===== config.mk =====
export PLATFORM = sky130hd
export DESIGN_NAME = seven_seg_scan_ctrl
export DESIGN_NICKNAME = d
export VERILOG_FILES = /design/src/rtl/seven_seg_scan_ctrl.sv
export SDC_FILE = /design/constraint.sdc
export NUM_CORES = 1
export LEC_CHECK = 0
export CORE_ASPECT_RATIO = 1.25
export CORE_MARGIN = 5
export CORE_UTILIZATION = 61
export DETAILED_ROUTE_END_ITERATION = 16
export PLACE_DENSITY = 0.85
export SLEW_MARGIN = 10
export SYNTH_ARGS = -nofsm -noshare
export SYNTH_HDL_FRONTEND = slang
export SYNTH_SLANG_ARGS = --single-unit

===== constraint.sdc =====
create_clock -name clk -period 11 [get_ports clk]
set_input_delay 2.2 -clock clk [delete_from_list [all_inputs] [get_ports clk]]
set_output_delay 2.2 -clock clk [all_outputs]
set_load 0.02 [all_outputs]

===== src/rtl/seven_seg_scan_ctrl.sv =====
// Four-digit multiplexed seven-segment driver: per-slot blanking, hex decode,
// and a pending/active double buffer that only swaps on frame boundaries.
module seven_seg_scan_ctrl #(
  parameter int unsigned DIGIT_TICKS = 50000,
  parameter int unsigned BLANK_TICKS = 500
) (
  input  logic        clk,
  input  logic        rst_n,
  input  logic        upd,
  input  logic [15:0] value,
  input  logic [3:0]  dp_in,
  input  logic [3:0]  digit_en,
  output logic [6:0]  seg,
  output logic        dp_n,
  output logic [3:0]  an,
  output logic        frame_start,
  output logic        pending
);

  localparam int unsigned CNT_W = (DIGIT_TICKS > 1) ? $clog2(DIGIT_TICKS) : 1;
  localparam logic [CNT_W-1:0] CNT_LAST  = CNT_W'(DIGIT_TICKS - 1);
  localparam logic [CNT_W-1:0] CNT_DRIVE = CNT_W'(BLANK_TICKS);

  typedef enum logic [1:0] {
    S_IDLE,
    S_BLANK,
    S_DRIVE
  } state_t;

  state_t           state, state_nx;
  logic [CNT_W-1:0] cnt, cnt_nx;
  logic [1:0]       idx, idx_nx;
  logic [15:0]      act_value, act_value_nx, buf_value;
  logic [3:0]       act_dp, act_dp_nx, buf_dp;
  logic [3:0]       act_en, act_en_nx, buf_en;
  logic             pending_nx;
  logic             frame_end;
  logic             lit;
  logic [3:0]       nib;
  logic [6:0]       seg_nx;
  logic             dp_n_nx;
  logic [3:0]       an_nx;
  logic             frame_start_nx;

  function automatic logic [6:0] hex_to_seg(input logic [3:0] h);
    case (h)
      4'h0: hex_to_seg = 7'h7E;
      4'h1: hex_to_seg = 7'h30;
      4'h2: hex_to_seg = 7'h6D;
      4'h3: hex_to_seg = 7'h79;
      4'h4: hex_to_seg = 7'h33;
      4'h5: hex_to_seg = 7'h5B;
      4'h6: hex_to_seg = 7'h5F;
      4'h7: hex_to_seg = 7'h70;
      4'h8: hex_to_seg = 7'h7F;
      4'h9: hex_to_seg = 7'h7B;
      4'hA: hex_to_seg = 7'h77;
      4'hB: hex_to_seg = 7'h1F;
      4'hC: hex_to_seg = 7'h4E;
      4'hD: hex_to_seg = 7'h3D;
      4'hE: hex_to_seg = 7'h4F;
      default: hex_to_seg = 7'h47;
    endcase
  endfunction

  // Pins are registered from the next-state view so they line up with cnt/idx.
  always_comb begin
    state_nx       = state;
    cnt_nx         = cnt;
    idx_nx         = idx;
    act_value_nx   = act_value;
    act_dp_nx      = act_dp;
    act_en_nx      = act_en;
    pending_nx     = pending;
    frame_end      = 1'b0;
    lit            = 1'b0;
    nib            = '0;
    seg_nx         = 7'h7F;
    dp_n_nx        = 1'b1;
    an_nx          = 4'hF;
    frame_start_nx = 1'b0;

    if (state == S_IDLE) begin
      cnt_nx = '0;
      idx_nx = '0;
    end else if (cnt == CNT_LAST) begin
      cnt_nx    = '0;
      idx_nx    = idx + 2'd1;
      frame_end = (idx == 2'd3);
    end else begin
      cnt_nx = cnt + CNT_W'(1);
    end

    state_nx = (cnt_nx < CNT_DRIVE) ? S_BLANK : S_DRIVE;

    // Buffer contents from before this edge win; a same-edge upd stays pending.
    if (frame_end && pending) begin
      act_value_nx = buf_value;
      act_dp_nx    = buf_dp;
      act_en_nx    = buf_en;
      pending_nx   = 1'b0;
    end
    if (upd) pending_nx = 1'b1;

    nib = 4'(act_value_nx >> {idx_nx, 2'b00});
    lit = (state_nx == S_DRIVE) && act_en_nx[idx_nx];
    if (lit) begin
      an_nx   = ~(4'b0001 << idx_nx);
      seg_nx  = ~hex_to_seg(nib);
      dp_n_nx = ~act_dp_nx[idx_nx];
    end
    frame_start_nx = (idx_nx == 2'd0) && (cnt_nx == '0);
  end

  always_ff @(posedge clk) begin
    if (!rst_n) begin
      state       <= S_IDLE;
      cnt         <= '0;
      idx         <= '0;
      act_value   <= '0;
      act_dp      <= '0;
      act_en      <= '0;
      buf_value   <= '0;
      buf_dp      <= '0;
      buf_en      <= '0;
      pending     <= 1'b0;
      seg         <= 7'h7F;
      dp_n        <= 1'b1;
      an          <= 4'hF;
      frame_start <= 1'b0;
    end else begin
      state       <= state_nx;
      cnt         <= cnt_nx;
      idx         <= idx_nx;
      act_value   <= act_value_nx;
      act_dp      <= act_dp_nx;
      act_en      <= act_en_nx;
      pending     <= pending_nx;
      seg         <= seg_nx;
      dp_n        <= dp_n_nx;
      an          <= an_nx;
      frame_start <= frame_start_nx;
      if (upd) begin
        buf_value <= value;
        buf_dp    <= dp_in;
        buf_en    <= digit_en;
      end
    end
  end

endmodule


==> flow_metrics.env <==
export IMPL_setup_viol=0
export IMPL_synth_top_area_frac=0.423
export IMPL_register_area_mm2=0.00164
export IMPL_rows=32
export IMPL_grt_pass1_wl_um=14100
export IMPL_worstPathArrival_ns=4.58
export IMPL_finalWeightedCongestion=0.912
export IMPL_antenna_found_initial=0
export IMPL_synth_edf_count=0
export IMPL_viasPerCell=5.79
export IMPL_synthCells=411
export IMPL_run_status="finished, final reports clean"
export IMPL_n_fill_cell=476
export IMPL_dp_final_hpwl_um=5870
export IMPL_hp_class="reg -> reg"
export IMPL_ant_nets=0
export IMPL_syn_cell_area_mm2=0.00388
export IMPL_fin_util=0.707
export IMPL_hold_viol=0
export IMPL_fin_crit_ns=4.33
export IMPL_max_clock_path_buffers=2
export IMPL_port_buffers=40
export IMPL_cts_resized_gates=0
export IMPL_die_x_um=81.4
export IMPL_io_pins=41
export IMPL_fp_dieH_um=99.2
export IMPL_synth_distinct_cells=62
export IMPL_maxSlewViolCount=0
export IMPL_required_ns=11.24
export IMPL_yosysSeqAreaShare=0.423
export IMPL_synth_nets=446
export IMPL_synth_largest_area_cell="dfxtp_1"
export IMPL_syn_to_final_growth_pct=13.0
export IMPL_synthArstFlopShare=0
export IMPL_nets=474
export IMPL_crit_path_max_fanout=16
export IMPL_fmax_mhz=231
export IMPL_critPathKind="reg -> reg"
export IMPL_fin_crit_sh=0.394
export IMPL_finalSetupTns_ns=0
export IMPL_endpoint_kind="flip-flop"
export IMPL_cts_made_buffers=9
export IMPL_clkSlewWorstSetupHoldPaths_ns=0.09
export IMPL_p_leak_nw=1.62
export IMPL_drive_above_1_share=0.0856
export IMPL_cts_root_buf="clkbuf_8"
export IMPL_grt_use_total=0.219
export IMPL_relSlewSlack=0.373
export IMPL_die_area_mm2=0.00807
export IMPL_drtIter0Drc=290
export IMPL_drv_cap=0
export IMPL_grt_overflow_total=0
export IMPL_worstSkewPairLatency_ns=0.35
export IMPL_synth_main_ff_cell="dfxtp_1"
export IMPL_vias=3061
export IMPL_cts_tree="done"
export IMPL_grt_pass1_vias=2944
export IMPL_multi_input_area_mm2=0.00202
export IMPL_htree_levels=3
export IMPL_powerDensity_mw_per_mm2=121
export IMPL_synth_area_per_cell_um2=9.45
export IMPL_startpoint_type="flip-flop"
export IMPL_drtPass1Iterations=4
export IMPL_wire_per_inst_um=15.7
export IMPL_clkSinkCount=82
export IMPL_post_cts_buffers=0
export IMPL_rsz0062_at_grt="false"
export IMPL_clock_skew_ns=0.00922
export IMPL_antenna_cells=0
export IMPL_ys_warn_count=0
export IMPL_synth_area_leaders="dfxtp_1, mux2i_1, nor2_1, ha_1, nand2_1"
export IMPL_ys_ff_latch=82
export IMPL_drc_errors=0
export IMPL_initial_core_util=0.626
export IMPL_core_area_mm2=0.00621
export IMPL_tightest_slew_ns=0.940
export IMPL_ir_worst_vdd_uv=69.9
export IMPL_ctsHoldBuffers=0
export IMPL_grt_max_degree=51
export IMPL_wirelength_um=8300
through the flow:
step / worst slack, ns / instance area [um^2] / total power [mW] / cells / hold slack, ns
6_report: 6.67 / 4390 / 0.533 / 529 / 0.494
5_1_grt: 6.34 / 4390 / 0.551 / 529 / 0.528
4_1_cts: 6.68 / 4390 / 0.537 / 529 / 0.497
3_5_place_dp: 6.69 / 4210 / 0.343 / 513 / 0.477
3_3_place_gp: 6.81 / 4210 / 0.342 / 513 / 0.467
2_1_floorplan: 7.45 / 3880 / 0.329 / 411 / 0.449
report_power, final:
group	leakage, nW	switching [mW]	internal, mW
Clock	0.0782	0.108	0.0889
Combinational	0.874	0.0132	0.0156
Sequential	0.667	0.00443	0.303
Total	1.62	0.126	0.407
flip-flops by register name, indices dropped and copies added (netlist names), 4 cells and up:
signal     count
buf_dp         4
buf_value     16
act_dp         4
seg            7
buf_en         4
an             4
act_value     16
act_en         4
cnt           16
worst max-delay path, stage by stage, from the launching register on:
cell     delay (ns)
dfxtp_1        0.42
or4b_4         0.60
nor4_4         0.51
and2_1         0.83
mux2i_1        0.31
nor3_1         0.07
or4_1          0.69
ha_1           0.29
mux2_1         0.29
mux2i_1        0.14
nand2_1        0.07
layout by cell type (no fill, tap or decap), types with 10 or more instances in the layout:
cell type and n:
dfxtp_1 82, a21oi_1 14, nand2_1 26, o21ai_0 11, xnor2_1 11, nand3_1 19
clkbuf_8 10, clkdlybuf4s50_1 40, nor2_1 72, mux2i_1 49
cells by family (layout without fill, tap and decap cells):
group | after synthesis | in the layout | synth area share
XOR/XNOR | 16 | 16 | 0.0361
multiplexers | 50 | 50 | 0.129
AND/OR/NAND/NOR | 159 | 159 | 0.208
AO/OA/AOI/OAI | 63 | 63 | 0.120
flip-flops | 82 | 82 | 0.423
buffers and inverters | 33 | 66 | 0.0586
adder cells (fa/ha/maj) | 8 | 8 | 0.0258
cell type report:
class                   count  share of cell area
well taps                  85              0.0242
flip-flops and latches     82               0.374
clock buffers              11              0.0322
repair buffers             42              0.0946
multi-input cells         296               0.459
inverters                   8             0.00684
clock inverters             5             0.00884
Yosys cell counts (7+ instances only):
| master | n |
|---|---|
| dfxtp_1 | 82 |
| nor2_1 | 72 |
| mux2i_1 | 49 |
| nand2_1 | 26 |
| nand3_1 | 19 |
| a21oi_1 | 14 |
| clkbuf_1 | 11 |
| o21ai_0 | 11 |
| xnor2_1 | 11 |
| ha_1 | 8 |
| inv_1 | 7 |
| nor3_1 | 7 |
path summary, 6_finish.rpt:
kind                            startpoint  slack (ns)  cells after the start     end
worst min-delay path                cnt[0]        0.49                      1  cnt[0]
worst min register to register      cnt[0]        0.49                      1  cnt[0]
worst max-delay path                cnt[4]        6.67                     10  seg[3]
worst max register to register      cnt[4]        6.67                     10  seg[3]
per-layer routing:
metal / share of wire / global-route usage / vias up
met5: 0 / 0 / -
met4: 0.032 / 0.109 / 0
met3: 0.050 / 0.0344 / 29
met2: 0.49 / 0.358 / 94
met1: 0.43 / 0.276 / 1432
li1: - / - / 1506
(Power assumes the default switching activity.)
